$ cat src/rtl/ss_debounce_if.sv
// Debouncer signal bundle: raw level in, debounced level and busy flag out.
// The producer side (pushbutton pad / testbench) uses master, the debouncer uses slave.
interface ss_debounce_if;
    logic i_signal;
    logic o_signal;
    logic o_busy;

    modport master (
        output i_signal,
        input  o_signal,
        input  o_busy
    );

    modport slave (
        input  i_signal,
        output o_signal,
        output o_busy
    );
endinterface

$ cat src/rtl/ss_debounce.sv
// Pushbutton/switch debouncer.
// The raw input is first synchronised through a short flop chain.
// A four-state FSM then qualifies every candidate level change: the new level
// must be sampled DEBOUNCE_CYCLES times in a row before the output follows it.
// Both outputs are registered, so the debounced level can drive an edge
// detector directly.
module ss_debounce #(
    parameter int SYNC_STAGES     = 2,
    parameter int DEBOUNCE_CYCLES = 1000000,
    parameter bit RESET_LEVEL     = 1'b0
) (
    input  logic         i_clk,
    input  logic         i_rst,
    ss_debounce_if.slave bus
);

    localparam int              CNT_W   = $clog2(DEBOUNCE_CYCLES);
    localparam logic [CNT_W-1:0] CNT_MAX = CNT_W'(DEBOUNCE_CYCLES - 1);
    localparam logic [CNT_W-1:0] CNT_ONE = CNT_W'(1);

    // One-hot encoding, so corrupted values are detectable and fall into the default branch.
    typedef enum logic [3:0] {
        STABLE_LO = 4'b0001,
        WAIT_HI   = 4'b0010,
        STABLE_HI = 4'b0100,
        WAIT_LO   = 4'b1000
    } state_t;

    localparam state_t RESET_STATE = RESET_LEVEL ? STABLE_HI : STABLE_LO;

    logic [SYNC_STAGES-1:0] sync_ff;
    logic                   sync;
    state_t                 state;
    logic [CNT_W-1:0]       cnt;
    logic                   sig_q;
    logic                   busy_q;

    assign sync         = sync_ff[SYNC_STAGES-1];
    assign bus.o_signal = sig_q;
    assign bus.o_busy   = busy_q;

    // Synchroniser chain: the only logic that ever looks at the raw asynchronous input.
    always_ff @(posedge i_clk or posedge i_rst) begin
        if (i_rst) begin
            sync_ff <= {SYNC_STAGES{RESET_LEVEL}};
        end else begin
            sync_ff <= {sync_ff[SYNC_STAGES-2:0], bus.i_signal};
        end
    end

    // Qualification FSM; count, output level and busy flag all change alongside the state.
    always_ff @(posedge i_clk or posedge i_rst) begin
        if (i_rst) begin
            state  <= RESET_STATE;
            cnt    <= '0;
            sig_q  <= RESET_LEVEL;
            busy_q <= 1'b0;
        end else begin
            case (state)
                STABLE_LO: begin
                    if (sync) begin
                        state  <= WAIT_HI;
                        cnt    <= CNT_ONE;
                        busy_q <= 1'b1;
                    end else begin
                        cnt    <= '0;
                        busy_q <= 1'b0;
                    end
                end
                WAIT_HI: begin
                    if (!sync) begin
                        state  <= STABLE_LO;
                        cnt    <= '0;
                        busy_q <= 1'b0;
                    end else if (cnt == CNT_MAX) begin
                        state  <= STABLE_HI;
                        sig_q  <= 1'b1;
                        cnt    <= '0;
                        busy_q <= 1'b0;
                    end else begin
                        cnt    <= cnt + CNT_ONE;
                    end
                end
                STABLE_HI: begin
                    if (!sync) begin
                        state  <= WAIT_LO;
                        cnt    <= CNT_ONE;
                        busy_q <= 1'b1;
                    end else begin
                        cnt    <= '0;
                        busy_q <= 1'b0;
                    end
                end
                WAIT_LO: begin
                    if (sync) begin
                        state  <= STABLE_HI;
                        cnt    <= '0;
                        busy_q <= 1'b0;
                    end else if (cnt == CNT_MAX) begin
                        state  <= STABLE_LO;
                        sig_q  <= 1'b0;
                        cnt    <= '0;
                        busy_q <= 1'b0;
                    end else begin
                        cnt    <= cnt + CNT_ONE;
                    end
                end
                default: begin
                    state  <= sig_q ? STABLE_HI : STABLE_LO;
                    cnt    <= '0;
                    busy_q <= 1'b0;
                end
            endcase
        end
    end

endmodule

$ cat src/flat_wrapper.sv
// flat-port wrapper written by rule: the top's interface ports become plain ports
module ss_debounce_flat 
#(
    parameter int SYNC_STAGES     = 2,
    parameter int DEBOUNCE_CYCLES = 1000000,
    parameter bit RESET_LEVEL     = 1'b0
)
  (i_clk, i_rst, bus_i_signal, bus_o_signal, bus_o_busy);
  ss_debounce_if bus_i ();
  input  logic i_clk;
  input  logic i_rst;
  input wire logic [$bits(bus_i.i_signal)-1:0] bus_i_signal;
  output wire logic [$bits(bus_i.o_signal)-1:0] bus_o_signal;
  output wire logic [$bits(bus_i.o_busy)-1:0] bus_o_busy;
  assign bus_i.i_signal = bus_i_signal;
  assign bus_o_signal = bus_i.o_signal;
  assign bus_o_busy = bus_i.o_busy;
  ss_debounce #(.SYNC_STAGES(SYNC_STAGES), .DEBOUNCE_CYCLES(DEBOUNCE_CYCLES), .RESET_LEVEL(RESET_LEVEL)) u_core (.i_clk(i_clk), .i_rst(i_rst), .bus(bus_i));
endmodule
$ cat config.mk
export PLATFORM = sky130hd
export DESIGN_NAME = ss_debounce_flat
export DESIGN_NICKNAME = d
export VERILOG_FILES = /design/src/rtl/ss_debounce_if.sv /design/src/rtl/ss_debounce.sv /design/src/flat_wrapper.sv
export SDC_FILE = /design/constraint.sdc
export NUM_CORES = 1
export LEC_CHECK = 0
export CAP_MARGIN = 20
export CORE_AREA = 2 2 61 63
export DETAILED_ROUTE_END_ITERATION = 6
export DIE_AREA = 0 0 63 65
export SYNTH_ARGS = -nofsm -noshare
export SYNTH_HDL_FRONTEND = slang
export SYNTH_SLANG_ARGS = --single-unit
$ cat constraint.sdc
create_clock -name i_clk -period 4.3 [get_ports i_clk]
set_clock_uncertainty 0.15 [all_clocks]
set_input_delay 0.86 -clock i_clk [delete_from_list [all_inputs] [get_ports i_clk]]
set_output_delay 0.86 -clock i_clk [all_outputs]
set_load 0.01 [all_outputs]
==> impl.org <==
** Clocking
- The clock net in this run drives a total of 28 sinks.
- The cell sitting at the root of the clock tree is a sky130_fd_sc_hd__clkbuf_4.
- Later-pin clock latency in the skew report :: 330 ps
- After clock tree synthesis, the setup repair step added 0 buffers.
- Clock tree from TritonCTS :: built
- Clk buf depth :: 2
- Worst-path clk slew :: 140 ps
- In this run the number of H-tree levels came out at 1.
- After clock tree synthesis, the repair step resized 0 gates.
- Number of buffers created by CTS :: 3
- In this run, post-CTS hold repair placed 0 buffers.

** Worst setup path
- CP endpoint :: bus_o_signal
- Endpoint kind of the worst setup timing path :: output port
- Walking the worst path, the cells encountered are clkdlybuf4s50_1.
- Together, buffers and inverters on the worst path number 1.
- Number of gates on the worst path with buffers counted :: 1
- Slowest stage cell, crit path :: sky130_fd_sc_hd__clkdlybuf4s50_1
- Grouping stages by cell kind, the critical path spends the most delay in buffers and inverters.
- For the worst setup path, the data required time is 3290 ps.
- Critical path type :: reg -> out
- Data on the critical path arrives at its endpoint at 1450 ps.
- For this run, the slowest stage of the critical path takes 590 ps.
- Worst reg2reg path depth :: 6
- Startpoint of the most critical setup path :: u_core.bus.o_signal
- Category of the worst setup path launch point :: flip-flop
- Reg-to-reg setup timing slack :: 1920 ps
- Worst Path Max Fanout :: 9
- In this run the critical register-to-register path is captured at u_core.cnt[16].
- Worst R2R Start :: u_core.cnt[0]

** Detailed routing
- Starting DRC count in detailed routing :: 26
- For this run, design rule violations remaining after detail routing come to 0.
- For this block, the routed nets add up to 2.94 mm of wire.
- Antenna Nets Post-Route :: 0
- Via density :: 5.67
- Total number of vias :: 1,180
- For this run, the detailed router's first-pass iteration total came to 4.
- After detailed routing, the average wire length per cell comes to 14.1 um.

** STA
- Achievable clock frequency :: 407 MHz
- In this run the tightest slew margin relative to its limit is 53.2%.
- Fin crit period :: 2460 ps
- Period Utilization, post-route :: 57.1%
- After routing, the total negative slack on setup checks comes to 0 ps.
- Setup repair after global routing left no endpoint under its margin.
- Setup violations remaining at the end of the flow were counted as 0.
- The number of failing hold endpoints at the final stage was 0.
- Transition time of the tightest slew-check pin :: 698 ps
- Max-slew violation count :: 0

** Placed design
- Detailed placement finished with a half-perimeter wire length of 1.91 mm.
- Gpl congestion :: 0.733
- Port Buf Inserts :: 4
- Placed Cells incl. Taps :: 203

** Floorplan
- Initial standard-cell utilization of the core :: 43.7%
- The die is 65 um tall.
- Core area :: 3500 um^2
- Total Die Area :: 4100 um^2
- The die is 63 um wide.
- I/O pin count :: 5
- The floorplan has 22 rows.

** Power and ir drop
- Of the total power, the clock network draws 20.5%.
- Summed over all nets, the switching power comes to 0.000202 W.
- Part of the power in combinational logic :: 22.9%
- Leak pwr :: 0.623 nW
- Cell-internal power :: 0.000417 W
- Switching power as a share of total power :: 32.7%
- Maximum resistive drop on vdd :: 0.309 mV
- In this run, flip-flops and latches consume 56.5% of the power.
- Power Dens Cells :: 371 nW/um^2

** Synthesis
- By count the netlist is led by 27 x sky130_fd_sc_hd__dfrtp_1, 17 x sky130_fd_sc_hd__nor2_1, 8 x sky130_fd_sc_hd__nand2_1.
- Synthesis Warnings :: 0
- Synth Cell Area :: 1530 um^2
- The biggest area contributor in the post-synthesis netlist is sky130_fd_sc_hd__dfrtp_1.
- Net count of the mapped netlist :: 161
- A synthesized cell averages 9.72 um^2.
- Sequential cells were found to cover 46.0% of the synthesized design area.
- Yosys attributes the largest share of cell area to sky130_fd_sc_hd__dfrtp_1 44%, sky130_fd_sc_hd__nor2_1 4.2%, sky130_fd_sc_hd__xnor2_1 4.0%, sky130_fd_sc_hd__xor2_1 2.9%, sky130_fd_sc_hd__a21oi_1 2.3%.
- Most common flop cell mapped by yosys :: sky130_fd_sc_hd__dfrtp_1
- In the synthesized netlist the async set-or-reset flop fraction comes to 100%.
- Yosys mapped a number of flops with a built-in enable equal to 0.
- Most frequent cell after synthesis :: sky130_fd_sc_hd__dfrtp_1
- Library cells used by synthesis :: 51
- Flip-flop and latch count after synthesis :: 28
- Counting every instance in the synthesized netlist gives 157.
- Synth top area share :: 44.3%

** Hold path
- The path class of the tightest hold or removal check is reg -> reg.
- The worst hold path was traced through 0 stages.

** Layout
- From synthesis to final layout, the design area changed by 9.34%.
- 0 antenna diodes ended up in the layout.
- Post-layout net count :: 165
- Cells with a size suffix above 1 make up 10.6% of the layout.
- Finished Layout Cells :: 208

** GRT
- The total overflow left after global routing is 0.
- The first global-routing pass estimated 4.94 mm of wire.
- Vias in the first global route :: 1,046
- Entering global routing, the biggest net connects 29 pins.
- The initial antenna violation count is 0.
- Global routing consumed, over all layers together, 15.2% of the routing resources.

** Flow run
- Max cap viols :: 0

** Outcome
- Outcome :: finished clean
[flip-flops by register name, indices dropped and copies added (netlist names)]
register,count
u_core.cnt,20
u_core.state,4
u_core.sync_ff,2
u_core.bus.o_busy,1
u_core.bus.o_signal,1
[layout by cell type, fill, tap and decap left out, drive strengths merged, types with 3 or more instances in the layout]
cell type       n
a21oi           8
and4            3
clkbuf          4
clkdlybuf4s50   4
dfrtp          27
inv             6
nand2           8
nand2b          3
nand3           7
nand4           5
nor2           17
nor3            6
nor4            3
o21ai           7
xnor2           7
xor2            5
[area by class of cell]
class / count / area [um^2]
multi-input cells: 116 / 773
fillers: 338 / 1830
inverters: 6 / 22.5
clock buffers: 4 / 36.3
well taps: 48 / 60.1
repair buffers: 6 / 75.1
flip-flops and latches: 28 / 702
[stage by stage]
step / util (%) / total power, W / instance area, um^2 / setup WS, ps / hold WS [ps]
floorplan: - / 0.000454 / 1530 / 2450 / 181
global placement: 45.9 / 0.000483 / 1610 / 1990 / 195
detailed placement: 45.9 / 0.000488 / 1610 / 1960 / 204
CTS: 47.0 / 0.000618 / 1640 / 1840 / 237
global route: 47.7 / 0.000661 / 1670 / 1760 / 245
finish: 47.7 / 0.000619 / 1670 / 1840 / 228
[worst register-to-register path, stage by stage, from the launching register on]
cell	delay [ps]
sky130_fd_sc_hd__dfrtp_1	420
sky130_fd_sc_hd__ha_1	240
sky130_fd_sc_hd__and4_2	280
sky130_fd_sc_hd__nand2_1	160
sky130_fd_sc_hd__o21ai_1	610
sky130_fd_sc_hd__buf_4	340
sky130_fd_sc_hd__nor2_1	80
[how the worst min path moves through the flow]
| stage | start | endpoint | slack [ps] |
|---|---|---|---|
| final | u_core.sync_ff[0] | u_core.sync_ff[1] | 230 |
| after global routing | u_core.sync_ff[0] | u_core.sync_ff[1] | 240 |
| after CTS | u_core.sync_ff[0] | u_core.sync_ff[1] | 240 |
| after detailed placement | u_core.sync_ff[0] | u_core.sync_ff[1] | 200 |
| after global placement | u_core.sync_ff[0] | u_core.sync_ff[1] | 200 |
| after floorplan | u_core.sync_ff[0] | u_core.sync_ff[1] | 180 |
[routing by layer]
metal | global-route usage (%) | routed length [um] | vias up
met5 | 0 | 0 | -
met3 | 1.56 | 63 | 4
met1 | 20.7 | 1440 | 576
met4 | 7.50 | 41 | 0
li1 | - | - | 582
met2 | 24.3 | 1390 | 18
[power groups by stage]
stage | Sequential, W | Clock, W | Combinational (W)
CTS | 0.000347 | 0.000134 | 0.000137
global route | 0.000358 | 0.000144 | 0.000159
detailed placement | 0.000352 | 0 | 0.000136
global placement | 0.000350 | 0 | 0.000134
finish | 0.000350 | 0.000127 | 0.000142
floorplan | 0.000312 | 0 | 0.000141
[cell families after synthesis]
kind of cell,share of synthesized area (%)
and+or+nand+nor,28.9
buffers and inverters,3.36
adders and majority gates,1.48
xor gates and xnor gates,6.89
AOI/OAI and AO/OA,13.4
DFF,46.0
No activity file was read; power rests on OpenSTA's default activity.
